File: config.mk
export PLATFORM = sky130hd
export DESIGN_NAME = io_port_controller
export DESIGN_NICKNAME = d
export VERILOG_FILES = /design/src/rtl/cpu_pkg.sv /design/src/rtl/io_tx_fifo.sv /design/src/rtl/io_port_controller.sv
export SDC_FILE = /design/constraint.sdc
export NUM_CORES = 1
export LEC_CHECK = 0
export BUFFER_PORTS_ARGS = -buffer_cell sky130_fd_sc_hd__buf_2
export CORE_UTILIZATION = 40
export CTS_CLUSTER_DIAMETER = 200
export CTS_CLUSTER_SIZE = 10
export DETAILED_ROUTE_END_ITERATION = 7
export GPL_TIMING_DRIVEN = 0
export PLACE_DENSITY = 0.7
export SLEW_MARGIN = 10
export SYNTH_ARGS = -nofsm -noshare
export SYNTH_HDL_FRONTEND = slang
export SYNTH_SLANG_ARGS = --single-unit
File: constraint.sdc
create_clock -name Clock -period 8.5 [get_ports Clock]
set_clock_uncertainty 0.05 [all_clocks]
set_input_delay 1.7 -clock Clock [delete_from_list [all_inputs] [get_ports Clock]]
set_output_delay 1.7 -clock Clock [all_outputs]
set_load 0.02 [all_outputs]
File: src/rtl/cpu_pkg.sv
// Shared constants and the rx state encoding for the CPU I/O port controller.
package cpu_pkg;

  localparam int unsigned WORD_WIDTH    = 32;
  localparam int unsigned WD_WIDTH      = 8;
  localparam int unsigned STALL_TIMEOUT = 255;

  typedef enum logic {
    RX_EMPTY = 1'b0,
    RX_FULL  = 1'b1
  } rx_state_t;

endpackage

File: src/rtl/io_tx_fifo.sv
// Synchronous transmit FIFO; head is the registered entry at the read pointer.
module io_tx_fifo #(
  parameter int unsigned WIDTH = 32,
  parameter int unsigned DEPTH = 4
) (
  input  logic                     Clock,
  input  logic                     Reset,
  input  logic                     push,
  input  logic                     pop,
  input  logic [WIDTH-1:0]         wr_data,
  output logic [WIDTH-1:0]         head,
  output logic                     full,
  output logic                     empty,
  output logic [$clog2(DEPTH):0]   count
);

  localparam int unsigned PTR_W = $clog2(DEPTH);
  localparam int unsigned CNT_W = PTR_W + 1;

  logic [WIDTH-1:0] mem [DEPTH];
  logic [PTR_W-1:0] wr_ptr;
  logic [PTR_W-1:0] rd_ptr;
  logic             do_push;
  logic             do_pop;

  // A push into a full FIFO is legal only when the head leaves on the same edge.
  always_comb begin
    do_pop  = pop && !empty;
    do_push = push && (!full || do_pop);
  end

  assign full  = (count == CNT_W'(DEPTH));
  assign empty = (count == '0);
  assign head  = mem[rd_ptr];

  // Storage, pointers (wrap modulo DEPTH) and occupancy.
  always_ff @(posedge Clock) begin
    if (Reset) begin
      wr_ptr <= '0;
      rd_ptr <= '0;
      count  <= '0;
      for (int i = 0; i < int'(DEPTH); i++) begin
        mem[i] <= '0;
      end
    end else begin
      if (do_push) begin
        mem[wr_ptr] <= wr_data;
        wr_ptr      <= wr_ptr + PTR_W'(1);
      end
      if (do_pop) begin
        rd_ptr <= rd_ptr + PTR_W'(1);
      end
      unique case ({do_push, do_pop})
        2'b10:   count <= count + CNT_W'(1);
        2'b01:   count <= count - CNT_W'(1);
        default: count <= count;
      endcase
    end
  end

endmodule

File: src/rtl/io_port_controller.sv
// Device side of the CPU in/out port pair: tx FIFO, one-word rx holding
// register, CPU stall generation and stuck-handshake watchdogs.
module io_port_controller
  import cpu_pkg::*;
#(
  parameter int unsigned WIDTH = WORD_WIDTH,
  parameter int unsigned DEPTH = 4
) (
  input  logic                   Clock,
  input  logic                   Reset,
  input  logic                   out_wr,
  input  logic [WIDTH-1:0]       OutPort_data,
  input  logic                   in_rd,
  output logic [WIDTH-1:0]       inPort_input,
  output logic                   cpu_stall,
  output logic [WIDTH-1:0]       ext_out_data,
  output logic                   ext_out_valid,
  input  logic                   ext_out_ready,
  input  logic [WIDTH-1:0]       ext_in_data,
  input  logic                   ext_in_valid,
  output logic                   ext_in_ready,
  output logic [$clog2(DEPTH):0] out_count,
  output logic                   overflow_err
);

  rx_state_t            rx_state;
  rx_state_t            rx_next;
  logic [WIDTH-1:0]     rx_hold;
  logic                 load_hold;
  logic                 load_in;

  logic                 tx_full;
  logic                 tx_empty;
  logic                 tx_pop;
  logic                 tx_push;
  logic                 out_block;
  logic                 in_block;

  logic [WD_WIDTH-1:0]  in_wd;
  logic [WD_WIDTH-1:0]  out_wd;
  logic                 in_stuck;
  logic                 out_stuck;

  // Handshake and stall decode.
  always_comb begin
    tx_pop    = ext_out_valid && ext_out_ready;
    out_block = out_wr && tx_full && !tx_pop;
    in_block  = in_rd && (rx_state == RX_EMPTY);
    cpu_stall = out_block || in_block;
    tx_push   = out_wr && !cpu_stall;
    in_stuck  = ext_in_valid && !ext_in_ready;
    out_stuck = out_wr && cpu_stall;
  end

  assign ext_out_valid = !tx_empty;

  io_tx_fifo #(
    .WIDTH (WIDTH),
    .DEPTH (DEPTH)
  ) u_tx_fifo (
    .Clock   (Clock),
    .Reset   (Reset),
    .push    (tx_push),
    .pop     (tx_pop),
    .wr_data (OutPort_data),
    .head    (ext_out_data),
    .full    (tx_full),
    .empty   (tx_empty),
    .count   (out_count)
  );

  // RX state register.
  always_ff @(posedge Clock) begin
    if (Reset) begin
      rx_state <= RX_EMPTY;
    end else begin
      rx_state <= rx_next;
    end
  end

  // RX next state, producer ready and datapath load enables.
  always_comb begin
    rx_next      = rx_state;
    ext_in_ready = 1'b1;
    load_hold    = 1'b0;
    load_in      = 1'b0;
    unique case (rx_state)
      RX_EMPTY: begin
        if (ext_in_valid) begin
          load_hold = 1'b1;
          rx_next   = RX_FULL;
        end
      end
      RX_FULL: begin
        ext_in_ready = in_rd;
        if (in_rd) begin
          load_in = 1'b1;
          if (ext_in_valid) begin
            load_hold = 1'b1;
          end else begin
            rx_next = RX_EMPTY;
          end
        end
      end
      default: rx_next = RX_EMPTY;
    endcase
  end

  // RX holding register and the word presented to the CPU.
  always_ff @(posedge Clock) begin
    if (Reset) begin
      rx_hold      <= '0;
      inPort_input <= '0;
    end else begin
      if (load_in) begin
        inPort_input <= rx_hold;
      end
      if (load_hold) begin
        rx_hold <= ext_in_data;
      end
    end
  end

  // Watchdogs: a condition held on 256 consecutive edges sets the sticky error.
  always_ff @(posedge Clock) begin
    if (Reset) begin
      in_wd        <= '0;
      out_wd       <= '0;
      overflow_err <= 1'b0;
    end else begin
      if (in_stuck) begin
        if (in_wd != WD_WIDTH'(STALL_TIMEOUT)) begin
          in_wd <= in_wd + WD_WIDTH'(1);
        end
      end else begin
        in_wd <= '0;
      end
      if (out_stuck) begin
        if (out_wd != WD_WIDTH'(STALL_TIMEOUT)) begin
          out_wd <= out_wd + WD_WIDTH'(1);
        end
      end else begin
        out_wd <= '0;
      end
      if ((in_stuck && (in_wd == WD_WIDTH'(STALL_TIMEOUT))) ||
          (out_stuck && (out_wd == WD_WIDTH'(STALL_TIMEOUT)))) begin
        overflow_err <= 1'b1;
      end
    end
  end

endmodule

### After elaboration in Yosys (flattened, before gate mapping)

Memories as Yosys holds them, arrays and structs flattened. A register that Yosys moved wholly into a read port is not among the register bits.
Index checks and enable logic that the tools add are counted.

| word-level totals | value |
|---|---|
| bits in registers | 89 |
| bits in writable memories | 128 |
| bits of input ports | 70 |
| output and inout bits | 71 |
| memories kept | 1 |

Memory list:

| name | depth | width | read ports | clocked after memory_dff | write ports | RTL line | RTL |
|---|---|---|---|---|---|---|---|
| u_tx_fifo.mem | 4 | 32 | 1 | 1 | 4 | io_tx_fifo.sv:20 | `logic [WIDTH-1:0] mem [DEPTH];` |

| cells by class | value |
|---|---|
| $add $sub $neg | 6 |
| equality and inequality tests | 7 |
| muxes and demuxes | 19 |
| bitwise operators | 3 |
| reductions and logical operators | 24 |

Operator list:

| kind | count |
|---|---|
| two-way mux 32 bit | 1 |
| OR reduction 32 bit | 1 |
| adder 8 x 1 -> 8 bit, second input constant | 2 |
| equality test 8 bit, second input constant | 2 |
| inequality test 8 bit, second input constant | 2 |
| two-way mux 1 bit | 12 |
| logical AND 1 bit | 11 |
| two-way mux 2 bit | 3 |
| one-hot mux 3 bit (2 select lines) | 1 |
| zero test 1 bit | 5 |
| adder 2 x 1 -> 2 bit, second input constant | 2 |
| one-hot mux 1 bit (2 select lines) | 2 |
| OR reduction 2 bit | 2 |
| adder 3 x 1 -> 3 bit, second input constant | 1 |
| equality test 3 bit, second input constant | 1 |
| zero test 3 bit | 1 |
| logical OR 1 bit | 3 |
| NOT 1 bit | 3 |
| subtractor 3 x 1 -> 3 bit, second input constant | 1 |
| equality test 2 x 1 -> 1 bit, second input constant | 1 |
| equality test 2 bit, second input constant | 1 |
| nonzero test 2 bit | 1 |

### Longest topological paths before layout

| logic depth | value |
|---|---|
| depth in word-level cells | 14 |
| gate-level depth with buffers | 9 |
| mapped depth without buffers | 8 |

### By module

A second synthesis with hierarchy kept.

| unflattened totals | value |
|---|---|
| cells, all modules | 738 |
| area total of the unflattened synthesis | 8957.3 sq um |

By module, submodules not included:

| module | times used | cells each | area an instance (sq um) | sequential area each (sq um) |
|---|---|---|---|---|
| io_tx_fifo | 1 | 362 | 5931.9 | 4023.9 |
| io_port_controller | 1 | 376 | 3025.4 | 1641.6 |

### Worst setup path after synthesis

OpenSTA, ideal clock, no wires.

| timing | value |
|---|---|
| kind | input to output |
| start point | input ext_out_ready |
| end point | output cpu_stall |
| arrival | 2.457 ns |
| data required time | 6.750 ns |
| path slack | 4.293 ns |
| stages on the path | 3 |
| path through | nor4b_4 > nand2_1 > nand2_1 |

| on the way | value |
|---|---|
| word-level cells in the longest chain between the ends | 4 |

RTL lines:

| item | RTL line | RTL |
|---|---|---|
| from (decl) | io_port_controller.sv:18 | `input logic ext_out_ready,` |
| logical AND 1 bit | io_port_controller.sv:46 | `tx_pop = ext_out_valid && ext_out_ready;` |
| zero test 1 bit | io_port_controller.sv:47 | `out_block = out_wr && tx_full && !tx_pop;` |
| logical AND 1 bit | io_port_controller.sv:47 |  |
| logical OR 1 bit | io_port_controller.sv:49 | `cpu_stall = out_block \|\| in_block;` |
| to (decl) | io_port_controller.sv:15 | `output logic cpu_stall,` |

Every way passes these cells.

### Worst setup path after layout

| timing | value |
|---|---|
| start point | input in_rd |
| end point | output ext_in_ready |

| on the way | value |
|---|---|
| word-level cells in the longest chain between the ends | 1 |

RTL lines:

| item | RTL line | RTL |
|---|---|---|
| from (decl) | io_port_controller.sv:13 | `input logic in_rd,` |
| two-way mux 1 bit | io_port_controller.sv:87 | `unique case (rx_state)` |
| to (decl) | io_port_controller.sv:21 | `output logic ext_in_ready,` |

Every way passes these cells.

==> impl_summary.txt <==
----------------------------------------------------
[Run status]
  Outcome ... complete, no violations

[Place]
  GP Congestion ... 0.784
  Place WS ... 3.83 ns
  IO buf count ... 139
  Placed cell area ... 10400 um^2
  HPWL after DPL ... 14.4 mm
  Placed Instances ... 1181

[Run]
  Count of max-cap constraint violations ... 0

[Detailed routing]
  Count of antenna-violating nets left after detailed routing ... 0
  Detailed-route via count ... 6411
  Count of routing violations after the opening detailed-route iteration ... 445
  Final routed wire length divided by cell count ... roughly 17 um
  Residual DRC ... 0
  Average via count per standard cell ... 5.25
  Number of detailed-route iterations in the first pass ... 4
  Final wirelength ... 21.3 mm

[CTS]
  Clock root buffer master ... clkbuf_16
  Maximum root-to-sink buffer count ... 3
  Clock insertion delay at the later pin of the skew report ... around 0.52 ns
  Hold buffer count at cts ... 0
  Clock H-tree levels ... 1
  Clock transition at the registers of the reported paths ... 0.05 ns
  Clock tree from TritonCTS ... done
  Number of gates given a new drive strength after cts ... 0
  Clk sink count ... approximately 220
  Total clock buffers created by CTS ... 25
  Number of buffers added for setup after CTS ... 0

[Power and ir drop]
  Static leakage power ... 4.30 nW
  Largest voltage drop on the vdd net ... 0.172 mV
  Clock share of power ... 35.1%
  Power after layout ... 2.70 mW
  Share of total power in combinational logic ... roughly 20%
  Pwr per Cell Area ... around 240 nW/um^2
  Fraction of power spent switching nets ... 27.5%
  Switching power ... 0.742 mW
  Power share of the sequential group ... between 40% and 50%
  Int Power ... a little under 2 mW

[Synth]
  Syn Nets ... a little over 800
  Portion of the post-synthesis area used by sequential elements ... 61.3%
  Synthesized netlist cell count ... approximately 750
  Number of enable flip-flop cells after synthesis ... 128
  Post-synth ARST share ... 0%
  Top_reg_cell synth ... edfxtp_1
  Count of yosys warnings during synthesis ... 0
  Mean post-synth cell area ... about 12 um^2
  Area of the mapped netlist ... 9250 um^2
  Count of unique library cells instantiated by Yosys ... 57
  Flip-flop and latch count after synthesis ... 219

[STA]
  Worst slack on hold paths ... 0.401 ns
  Crit path setup slack, layout ... 3.80 ns
  Period Utilization, post-route ... ~55%
  Worst max-slew margin expressed relative to the limit ... 51.1%
  Number of max-slew violations in the final report ... 0
  Transition at the pin with the smallest max-transition slack ... roughly 0.73 ns
  Final number of setup-violating endpoints ... 0
  Final hold violations ... 0
  Total Negative Setup Slacks ... 0 ns
  Unrepaired setup endpoints after global routing ... no
  Shortest period the worst path allows ... 4.70 ns
  Maximum achievable frequency ... 0.213 GHz

[Finish]
  Share of layout cells above drive strength 1 ... about a quarter
  Syn-to-layout area delta ... 20.2%
  End-of-flow core utilization ... approximately half
  Fin nets ... 997
  Fill cells ... 2000
  Non-Filler Instances ... 1222
  Final instance area ... about 11000 um^2

[Global route]
  Global route overflow ... 0
  Number of global-route vias before repair ... 6332
  Global-route wire length before repair ... 34.2 mm
  Maximum number of pins on one net before global-route repair ... 23
  Number of antenna violations at the first check in global routing ... 1
  Total track usage ... 18.2%

[Floorplan]
  Area enclosed by the die boundary ... between 20000 and 25000 um^2
  Initial core utilization ... 40.8%
  Die width ... between 150 and 200 um
  Ports placed on the boundary ... around 140
  Height of the die ... 154 um
  Number of placement rows ... 55
  Total core area ... 22600 um^2

[Setup path]
  Maximum fanout encountered on the critical timing path ... 10
  Worst setup EP type ... output pin
  Arrival time of data at the critical path endpoint ... 2.95 ns
  Class of the most critical setup path ... input port to output pin
  Startpoint kind of the worst setup timing path ... input port
  Crit path required time ... 6.75 ns

[Min path]
  Hold crit path type ... register to register

----------------------------------------------------
## worst max-delay path: stages
cell      delay (ns)
buf_2           0.14
and2b_1         0.26
inv_2           0.17
clkbuf_1        0.40
buf_2           0.27
## sequential cells by signal, summed over array words and instances (netlist names), named ones only
register and count:
inPort_input 32, in_wd 8, out_wd 8, overflow_err 1, rx_hold 32, rx_state 1, u_tx_fifo.count 3, u_tx_fifo.mem 128
u_tx_fifo.rd_ptr 2, u_tx_fifo.wr_ptr 2
## layout by cell type, fill, tap and decap left out, types with 4 or more instances in the layout
cell type	Yosys	final
buf_2	3	142
edfxtp_1	128	128
and2_1	98	98
dfxtp_1	91	91
a21oi_1	74	74
nand2_1	72	72
clkbuf_1	34	48
nand3_1	40	40
o21ai_0	39	39
and3_1	36	36
mux4_2	32	32
clkbuf_16	0	25
buf_6	13	13
nor2_1	9	9
inv_1	7	7
buf_1	5	5
nand2b_1	6	5
a31oi_1	5	5
nor3_1	4	4
or3_1	4	4
nand4_1	4	4
## power by group through the flow
stage / Clock (mW) / Sequential [mW] / Combinational [mW]
floorplan: 0 / 1.24 / 0.364
detailed placement: 0 / 1.24 / 0.541
global route: 1.00 / 1.23 / 0.581
finish: 0.949 / 1.22 / 0.534
CTS: 0.963 / 1.22 / 0.543
global placement: 0 / 1.24 / 0.529
## cell type report
cell class | instances | area [um^2] | share of cell area (%)
flip-flops and latches | 219 | 5670 | 51.0
multi-input cells | 471 | 3260 | 29.3
repair buffers | 143 | 798 | 7.18
clock buffers | 39 | 678 | 6.10
well taps | 285 | 357 | 3.21
plain buffers | 55 | 308 | 2.77
inverters | 8 | 30.0 | 0.270
clock inverters | 1 | 20.0 | 0.180
diodes | 1 | 2.50 | 0.0225
## cell families (layout without fill, tap and decap cells)
kind of cell / after synthesis / count (layout) / synth area share (%)
simple gates: 293 / 293 / 17.9
flops: 219 / 219 / 61.3
compound gates: 133 / 133 / 7.86
buf+inv: 63 / 246 / 3.65
mux: 35 / 35 / 8.13
xor+xnor: 6 / 6 / 0.568
fa+ha+maj: 4 / 4 / 0.622
other cells: 0 / 1 / 0
## layer usage
metal | part of all wire, % | vias up | GRT usage (%)
li1 | - | 3072 | -
met1 | 43 | 3121 | 23.4
met2 | 49 | 195 | 31.2
met3 | 7.1 | 23 | 4.45
met4 | 1.4 | 0 | 3.29
met5 | 0 | - | 0
## worst paths after layout
path | startpoint | end | slack, ns | cells past startpoint
max | in_rd | ext_in_ready | 3.80 | 5
min reg2reg | rx_hold[7]$_SDFFE_PP0P_ | inPort_input[7]$_SDFFE_PP0P_ | 0.40 | 2
min | rx_hold[7]$_SDFFE_PP0P_ | inPort_input[7]$_SDFFE_PP0P_ | 0.40 | 2
max reg2reg | u_tx_fifo.count[0]$_SDFFE_PP0P_ | u_tx_fifo.count[2]$_SDFFE_PP0P_ | 5.87 | 9
## cells in the mapped netlist, drive strengths merged, types with 4 or more instances
cell type	count	area [um^2]
clkbuf	34	128
a31oi	5	31.3
nand4	4	25.0
or3	5	32.5
inv	8	30.0
and2	98	613
o21ai	40	204
and3	36	225
edfxtp	128	3840
mux4	32	721
buf	21	180
dfxtp	91	1820
a21oi	74	370
nor2	9	33.8
nor3	6	46.3
nand2	72	270
nor2b	4	27.5
nand2b	6	37.5
nand3	40	200
No activity file was read; power rests on OpenSTA's default activity.
